**src/rtl/fifo_serial_tx.sv**
```systemverilog
// Pops words from a show-ahead FIFO and sends each as an async serial frame:
// start bit, data LSB first, optional parity, stop bit(s); back-to-back frames when data is waiting.
module fifo_serial_tx #(
  parameter int WIDTH        = 8,
  parameter int CLKS_PER_BIT = 16,
  parameter int PARITY       = 0,
  parameter int STOP_BITS    = 1
) (
  input  logic             clk,
  input  logic             rst,
  input  logic             en,
  input  logic             fifo_empty,
  input  logic [WIDTH-1:0] fifo_dout,
  output logic             fifo_rd_en,
  output logic             tx,
  output logic             busy,
  output logic [15:0]      frames_sent
);

  localparam int BW   = $clog2(CLKS_PER_BIT);
  localparam int BITW = $clog2(WIDTH + 1);
  localparam logic [BW-1:0]   BAUD_LAST = BW'(CLKS_PER_BIT - 1);
  localparam logic [BITW-1:0] DATA_LAST = BITW'(WIDTH - 1);
  localparam logic [BITW-1:0] STOP_LAST = BITW'(STOP_BITS - 1);

  typedef enum logic [2:0] {
    ST_IDLE, ST_START, ST_DATA, ST_PAR, ST_STOP
  } state_t;

  state_t           state_q, state_d;
  logic [BW-1:0]    baud_q, baud_d;
  logic [BITW-1:0]  bit_q, bit_d;
  logic [WIDTH-1:0] shift_q, shift_d;
  logic             par_q, par_d;
  logic             tx_q, tx_d;
  logic             busy_q, busy_d;
  logic [15:0]      frames_q, frames_d;
  logic             baud_end, last_stop, pop;

  always_comb begin
    state_d   = state_q;
    baud_d    = baud_q;
    bit_d     = bit_q;
    shift_d   = shift_q;
    par_d     = par_q;
    tx_d      = tx_q;
    busy_d    = busy_q;
    frames_d  = frames_q;
    baud_end  = (baud_q == BAUD_LAST);
    last_stop = (state_q == ST_STOP) && baud_end && (bit_q == STOP_LAST);
    pop       = en && !fifo_empty && ((state_q == ST_IDLE) || last_stop);

    if (state_q != ST_IDLE) baud_d = baud_end ? '0 : baud_q + 1'b1;

    case (state_q)
      ST_START: if (baud_end) begin
        state_d = ST_DATA;
        bit_d   = '0;
        tx_d    = shift_q[0];
      end
      ST_DATA: if (baud_end) begin
        if (bit_q == DATA_LAST) begin
          bit_d = '0;
          if (PARITY != 0) begin
            state_d = ST_PAR;
            tx_d    = par_q;
          end else begin
            state_d = ST_STOP;
            tx_d    = 1'b1;
          end
        end else begin
          bit_d   = bit_q + 1'b1;
          shift_d = shift_q >> 1;
          tx_d    = shift_d[0];
        end
      end
      ST_PAR: if (baud_end) begin
        state_d = ST_STOP;
        bit_d   = '0;
        tx_d    = 1'b1;
      end
      ST_STOP: if (baud_end && !last_stop) bit_d = bit_q + 1'b1;
      default: tx_d = 1'b1;
    endcase

    if (last_stop) begin
      frames_d = frames_q + 16'd1;
      state_d  = ST_IDLE;
      bit_d    = '0;
      busy_d   = 1'b0;
      tx_d     = 1'b1;
    end

    // A pop on the last stop cycle overrides the return to idle: no gap between frames.
    if (pop) begin
      state_d = ST_START;
      baud_d  = '0;
      bit_d   = '0;
      shift_d = fifo_dout;
      par_d   = (^fifo_dout) ^ (PARITY == 2);
      tx_d    = 1'b0;
      busy_d  = 1'b1;
    end
  end

  always_ff @(posedge clk or posedge rst) begin
    if (rst) begin
      state_q  <= ST_IDLE;
      baud_q   <= '0;
      bit_q    <= '0;
      shift_q  <= '0;
      par_q    <= 1'b0;
      tx_q     <= 1'b1;
      busy_q   <= 1'b0;
      frames_q <= '0;
    end else begin
      state_q  <= state_d;
      baud_q   <= baud_d;
      bit_q    <= bit_d;
      shift_q  <= shift_d;
      par_q    <= par_d;
      tx_q     <= tx_d;
      busy_q   <= busy_d;
      frames_q <= frames_d;
    end
  end

  assign fifo_rd_en  = pop;
  assign tx          = tx_q;
  assign busy        = busy_q;
  assign frames_sent = frames_q;

endmodule

```
**config.mk**
```make
export PLATFORM = sky130hd
export DESIGN_NAME = fifo_serial_tx
export DESIGN_NICKNAME = d
export VERILOG_FILES = /design/src/rtl/fifo_serial_tx.sv
export SDC_FILE = /design/constraint.sdc
export NUM_CORES = 1
export LEC_CHECK = 0
export ABC_AREA = 0
export CAP_MARGIN = 5
export CORE_AREA = 2 2 62 64
export DETAILED_ROUTE_END_ITERATION = 8
export DIE_AREA = 0 0 64 66
export PLACE_DENSITY_LB_ADDON = 0.1
export SLEW_MARGIN = 20
export SYNTH_ARGS = -nofsm -noshare
export SYNTH_HDL_FRONTEND = slang
export SYNTH_SLANG_ARGS = --single-unit
export TNS_END_PERCENT = 50
```
**constraint.sdc**
```tcl
create_clock -name clk -period 4.72 [get_ports clk]
set_input_delay 1.416 -clock clk [delete_from_list [all_inputs] [get_ports clk]]
set_output_delay 1.416 -clock clk [all_outputs]
set_load 0.03 [all_outputs]
```
==> summary.txt, run 1 <==
GRT
  – First-pass GRT wire length: 6740 µm
  – Number of global-route vias before repair: 1,545
  – All-Layer GR Usage: 0.206
  – Initial antenna violation count: 0
  – GRT Residual Overflow: 0
  – Maximum number of pins on one net before global-route repair: 22

Placement
  – Placed cell areas: 0.00224 mm²
  – Post-DP HPWL: 2740 µm
  – IO Port Bufs: 30
  – Routability cong.: 0.804

Drt
  – Via density: 5.52
  – Post-Route WL: 3700 µm
  – Starting DRC count in detailed routing: 97
  – WL/cell: 13.9 µm
  – Pre-Repair DR Iteration Count: 4
  – Antenna viol nets, final: 0
  – Vias: 1,474
  – DRC: 0

Run status
  – Status: finished, final reports clean

CTS
  – CTS Sinks: 37
  – Worst-case clock buffer depth: 2
  – Cts hold-fix bufs: 0
  – Post-CTS setup buffers: 0
  – Worst-Skew Late Latency: 0.35 ns
  – CTS Buf Count: 5
  – Post-CTS sizing: 0
  – Clock transition at the registers of the reported paths: 0.11 ns
  – CTS tree: built
  – CTS root buf: clkbuf_4
  – Htree depth: 2

Synth
  – Distinct cells, synth: 46
  – Async set-reset flop share out of synthesis: 1.00
  – Register area share after synthesis: 0.485
  – Synth Cell Area: 0.00191 mm²
  – Register bit total from synthesis: 37
  – Top_reg_cell synth: dfrtp_1
  – Gate count of the mapped netlist: 185
  – Avg Synthesized Cell Area: 10.3 µm²
  – Post-synth EDFFs: 0
  – YS warnings: 0
  – Net Count, Synth: 201

Timing
  – Fmax: 0.245 GHz
  – Setup_tns: 0 ns
  – Final hold vios: 0
  – Slew Viols, Final: 0
  – Unrepaired setup endpoints after global routing: no
  – Worst clock skew: 0.0213 ns
  – Tmin final: 4.08 ns
  – Post-route clock period utilization: 0.863
  – Endpoints failing setup: 0
  – Slew @ Worst Pin: 1.01 ns
  – Max transition margin: 0.321

Final layout
  – Final net count: 234
  – # diodes: 0
  – P&R area growth vs syn: 21.7%
  – Share of cells above drive strength 1: 0.0913
  – # fillers: 291
  – Fin area: 0.00233 mm²

Die
  – Die H: 66 µm
  – IO Count: 31
  – # rows: 22
  – Initial Util: 0.538
  – Core area: 0.00355 mm²
  – Die X: 64 µm
  – Die area: 0.00422 mm²

Critical path
  – Cell family with most CP delay: buffers and inverters
  – Worst Setup Start Kind: input port
  – CP peak stage delay: 0.48 ns
  – Crit-path cells: clkdlybuf4s50_1 > nor2b_1 > nand2_1 > a21oi_4 > buf_4
  – Worst setup path class: input port to output port
  – Critical path's slowest cell: clkdlybuf4s50_1
  – Reg2Reg Setup Slack: 1.96 ns
  – Maximum fanout along the worst path: 4
  – Crit. End Element: output port
  – Count of buffer and inverter cells on the critical path: 2
  – Worst EP required: 3.30 ns
  – Arr. time, crit path: 2.66 ns

Power
  – Pwr Total: 564 µW
  – Peak supply drop: 0.199 mV
  – Leak Pwr: 1.01 nW
  – PD cells: 243 mW/mm²

Min path
  – HP Class: register to register

Job
  – Max_cap viols: 0
power by group:
part | switching [mW] | internal, mW | leakage, nW
Clock | 0.103 | 0.127 | 0.0455
Combinational | 0.00901 | 0.00930 | 0.487
Sequential | 0 | 0.317 | 0.478
Total | 0.112 | 0.453 | 1.01
cells in the mapped netlist, drive strengths merged, types with 6 or more instances:
cell	instances	share of area
o21ai	10	0.026
a22o	6	0.028
buf	6	0.022
xnor2	14	0.064
nand3	11	0.035
nor2	9	0.019
a21o	8	0.031
dfrtp	36	0.47
a21oi	6	0.022
nand4	6	0.020
inv	7	0.014
nand2	22	0.043
path summary, 6_finish.rpt:
kind,start,to,depth (start not counted)
worst max-delay path,en,fifo_rd_en,5
worst min register to register,frames_sent[15],frames_sent[15],1
max in group asynchronous,rst,frames_sent[0],3
min in group asynchronous,rst,shift_q[4],2
worst min-delay path,frames_sent[15],frames_sent[15],1
worst max register to register,state_q[2],frames_sent[15],5
placed cells by master (no fill, tap or decap), drive strengths merged, types with 7 or more instances in the layout:
cell / Yosys / layout
clkbuf: 0 / 7
xnor2: 14 / 14
inv: 7 / 7
o21ai: 10 / 10
nand3: 11 / 11
nand2: 22 / 22
a21o: 8 / 8
clkdlybuf4s50: 0 / 29
nor2: 9 / 9
dfrtp: 36 / 36
area by class of cell:
class / count / area (µm²) / area share
sequential: 37 / 927 / 0.399
multi-input combinational: 135 / 915 / 0.393
timing repair buffer: 32 / 313 / 0.134
tap: 48 / 60.1 / 0.0258
clock buffer: 7 / 55.1 / 0.0237
clock inverter: 1 / 30.0 / 0.0129
inverter: 7 / 26.3 / 0.0113
registers in the layout, summed over array words and instances (netlist names):
signal / cells
frames_sent: 16
busy: 1
tx: 1
bit_q: 4
shift_q: 8
state_q: 3
baud_q: 4
cells by family (layout without fill, tap and decap cells):
| kind of cell | Yosys count | in the layout | share of synthesized area |
|---|---|---|---|
| and+or+nand+nor | 70 | 70 | 0.208 |
| buffers and inverters | 13 | 47 | 0.0360 |
| adders and majority gates | 4 | 4 | 0.0262 |
| DFF | 37 | 37 | 0.485 |
| muxes | 3 | 3 | 0.0157 |
| xor gates and xnor gates | 15 | 15 | 0.0688 |
| AOI/OAI and AO/OA | 43 | 43 | 0.160 |
worst register-to-register path, stage by stage, from the launching register on:
cell,delay (ns)
dfrtp_1,0.63
or3b_4,0.46
nor4_2,0.77
and4_1,0.47
nand4_1,0.17
xnor2_1,0.15
routing by layer:
| metal | GRT usage | share of wire |
|---|---|---|
| met1 | 0.261 | 0.46 |
| met4 | 0.0951 | 0.020 |
| met5 | 0 | 0 |
| met3 | 0.0409 | 0.033 |
| met2 | 0.342 | 0.49 |
per-stage QoR:
step | setup WS (ns) | util | hold slack [ns] | cells
global placement | 0.687 | 0.631 | 0.459 | 259
detailed placement | 0.640 | 0.631 | 0.469 | 259
floorplan | 1.14 | - | 0.449 | 185
CTS | 0.629 | 0.655 | 0.487 | 267
global route | 0.531 | 0.655 | 0.494 | 267
finish | 0.645 | 0.655 | 0.482 | 267
(Power assumes the default switching activity.)
==> inputs of run 2 (changes only) <==
CORE_AREA = 2 2 56 71   (was 2 2 62 64)
DIE_AREA = 0 0 58 73   (was 0 0 64 66)
GPL_ROUTABILITY_DRIVEN = 0   (was unset)
SLEW_MARGIN = unset   (was 20)
==> run 2 against run 1 <==
Net effect: setup slack gained 0.021 ns; die area grew 0.24%; critical path depth is the same; non-clock buffer count is the same; clock power grew 24%; power grew 9.9%; final cell count shrank 3.0%; via count grew 1.6%; critical endpoint unchanged; largest power group unchanged; highest routed layer unchanged.
==> summary.txt, run 2 (synthesis results as in run 1) <==
GRT
  – All-Layer GR Usage: 0.206 (unchanged)
  – GR Util met1: 0.259 (was 0.261)
  – First-pass GRT wire length: 6730 µm (was 6740 µm)
  – GRT busiest layer: met2 (unchanged)
  – GRT met3 Usage: 0.0496 (was 0.0409)
  – GRT Residual Overflow: 0 (unchanged)
  – M2 GR Usage: 0.340 (was 0.342)
  – Number of global-route vias before repair: 1,437 (was 1,545)
  – Maximum number of pins on one net before global-route repair: 23 (was 22)
  – Initial antenna violation count: 0 (unchanged)

Timing
  – Unrepaired setup endpoints after global routing: no (unchanged)
  – Worst clock skew: 0.00355 ns (was 0.0213 ns)
  – Tmin final: 4.05 ns (was 4.08 ns)
  – Setup_tns: 0 ns (unchanged)
  – Worst hold slack: 0.480 ns (was 0.482 ns)
  – Slew Viols, Final: 0 (unchanged)
  – Endpoints failing setup: 0 (unchanged)
  – Post-route clock period utilization: 0.859 (was 0.863)
  – Fmax: 0.247 GHz (was 0.245 GHz)
  – Max transition margin: 0.315 (was 0.321)
  – Slew @ Worst Pin: 1.02 ns (was 1.01 ns)
  – Final hold vios: 0 (unchanged)

CTS
  – Post-CTS sizing: 0 (unchanged)
  – Worst-Skew Late Latency: 0.29 ns (was 0.35 ns)
  – Cts hold-fix bufs: 0 (unchanged)
  – CTS Buf Count: 5 (unchanged)
  – CTS tree: built (unchanged)
  – Clock transition at the registers of the reported paths: 0.07 ns (was 0.11 ns)
  – Htree depth: 2 (unchanged)
  – CTS root buf: clkbuf_8 (was clkbuf_4)
  – Worst-case clock buffer depth: 2 (unchanged)
  – Post-CTS setup buffers: 0 (unchanged)
  – CTS Sinks: 37 (unchanged)

Critical path
  – Crit. End Element: output port (unchanged)
  – Worst r2r src: state_q[2] (unchanged)
  – Worst R2R End: frames_sent[13] (was frames_sent[15])
  – Worst setup path class: input port to output port (unchanged)
  – Critical Path End: fifo_rd_en (unchanged)
  – Reg2Reg Setup Slack: 1.94 ns (was 1.96 ns)
  – Arr. time, crit path: 2.64 ns (was 2.66 ns)
  – Crit-path cells: clkdlybuf4s50_1 > nor2b_1 > nand2_1 > a21oi_4 > buf_4 (unchanged)
  – Crit path from: en (unchanged)
  – Critical path's slowest cell: clkdlybuf4s50_1 (unchanged)
  – Reg2Reg Depth: 5 (unchanged)
  – Worst Setup Start Kind: input port (unchanged)
  – Maximum fanout along the worst path: 4 (unchanged)
  – Worst EP required: 3.30 ns (about the same)
  – CP peak stage delay: 0.47 ns (was 0.48 ns)

Final layout
  – # diodes: 0 (unchanged)
  – P&R area growth vs syn: 22.9% (was 21.7%)
  – Share of cells above drive strength 1: 0.0913 (unchanged)
  – Max FFs per register: 16 (unchanged)
  – Layout Utilization: 0.647 (was 0.655)
  – Final net count: 234 (unchanged)
  – Most common cell after layout, fill and taps aside: dfrtp_1 (unchanged)
  – Most frequent cells in the layout: dfrtp_1 (36), clkdlybuf4s50_1 (29), nand2_1 (22), xnor2_1 (14), nand3_1 (10) (unchanged)

Die
  – Die X: 58 µm (was 64 µm)
  – IO Count: 31 (unchanged)
  – Die H: 73 µm (was 66 µm)
  – # rows: 25 (was 22)
  – Initial Util: 0.527 (was 0.538)
  – Core area: 0.00363 mm² (was 0.00355 mm²)
  – Die area: 0.00423 mm² (was 0.00422 mm²)

Drt
  – Vias: 1,497 (was 1,474)
  – Antenna viol nets, final: 0 (unchanged)
  – Starting DRC count in detailed routing: 52 (was 97)
  – Post-Route WL: 3950 µm (was 3700 µm)
  – DRC: 0 (unchanged)
  – WL/cell: 15.2 µm (was 13.9 µm)
  – Via density: 5.78 (was 5.52)
  – Pre-Repair DR Iteration Count: 4 (unchanged)

Power
  – Leak Pwr: 1.02 nW (was 1.01 nW)
  – Comb pwr share: 0.030 (was 0.032)
  – PD cells: 264 mW/mm² (was 243 mW/mm²)
  – Pwr Total: 620 µW (was 564 µW)
  – Switching power share of the total: 0.196 (was 0.198)
  – Internal power: 498 µW (was 453 µW)
  – Switch Pwr: 122 µW (was 112 µW)
  – Clock share of power: 0.460 (was 0.406)
  – Sequential share of power: 0.511 (was 0.562)
  – Peak supply drop: 0.271 mV (was 0.199 mV)

Min path
  – HP Class: register to register (unchanged)

Placement
  – IO Port Bufs: 30 (unchanged)
  – Post-DP HPWL: 2840 µm (was 2740 µm)

Job
  – Max_cap viols: 0 (unchanged)

Run status
  – Status: finished, final reports clean (unchanged)
-- run 2: cell counts in the layout (fill, tap and decap cells not counted) --
No cell type changed its count.
-- run 2: cell type report --
class | instances | area [µm²]
clock buffers | 7 | 86.3
multi-input cells | 135 | 915
clock inverters | 1 | 30.0
fillers | 311 | 1280
flip-flops and latches | 37 | 927
inverters | 7 | 26.3
repair buffers | 32 | 313
well taps | 40 | 50.0
-- run 2: worst min path at each step --
stage / from / end / cells past startpoint
2_1_floorplan: shift_q[4] / shift_q[4] / 1
3_3_place_gp: shift_q[6] / shift_q[6] / 1
3_5_place_dp: frames_sent[15] / frames_sent[15] / 1
4_1_cts: frames_sent[15] / frames_sent[15] / 1
5_1_grt: shift_q[5] / shift_q[5] / 1
6_report: busy / busy / 1
-- run 2: power groups by stage --
stage	sequential [mW]	combinational [mW]	clock, mW
after floorplan	0.323	0.00652	0
after global placement	0.323	0.0182	0
after detailed placement	0.323	0.0189	0
after CTS	0.317	0.0190	0.291
after global routing	0.317	0.0209	0.298
final	0.317	0.0183	0.285
-- run 2: critical path, delay by kind of cell --
kind	cells	cell delay [ns]
simple gates	2	0.43
buf+inv	2	0.65
compound gates	1	0.15
-- run 2: metrics by stage --
stage | area [µm²] | cells | setup slack, ns
after floorplan | 1910 | 185 | 1.14
after global routing | 2350 | 259 | 0.592
after global placement | 2230 | 251 | 0.728
after CTS | 2350 | 259 | 0.676
after detailed placement | 2230 | 251 | 0.689
final | 2350 | 259 | 0.666
-- run 2: metal layers --
| layer | vias up | wire length [µm] | part of all wire |
|---|---|---|---|
| met5 | - | 0 | 0 |
| met4 | 0 | 72 | 0.018 |
| met3 | 8 | 201 | 0.051 |
| met2 | 39 | 1990 | 0.50 |
| met1 | 721 | 1680 | 0.43 |
| li1 | 729 | - | - |
==> inputs of run 3 (changes only) <==
CAP_MARGIN = unset   (was 5)
==> results of run 3 <==
The final DEF is identical to that of run 2; final timing and power are the same.
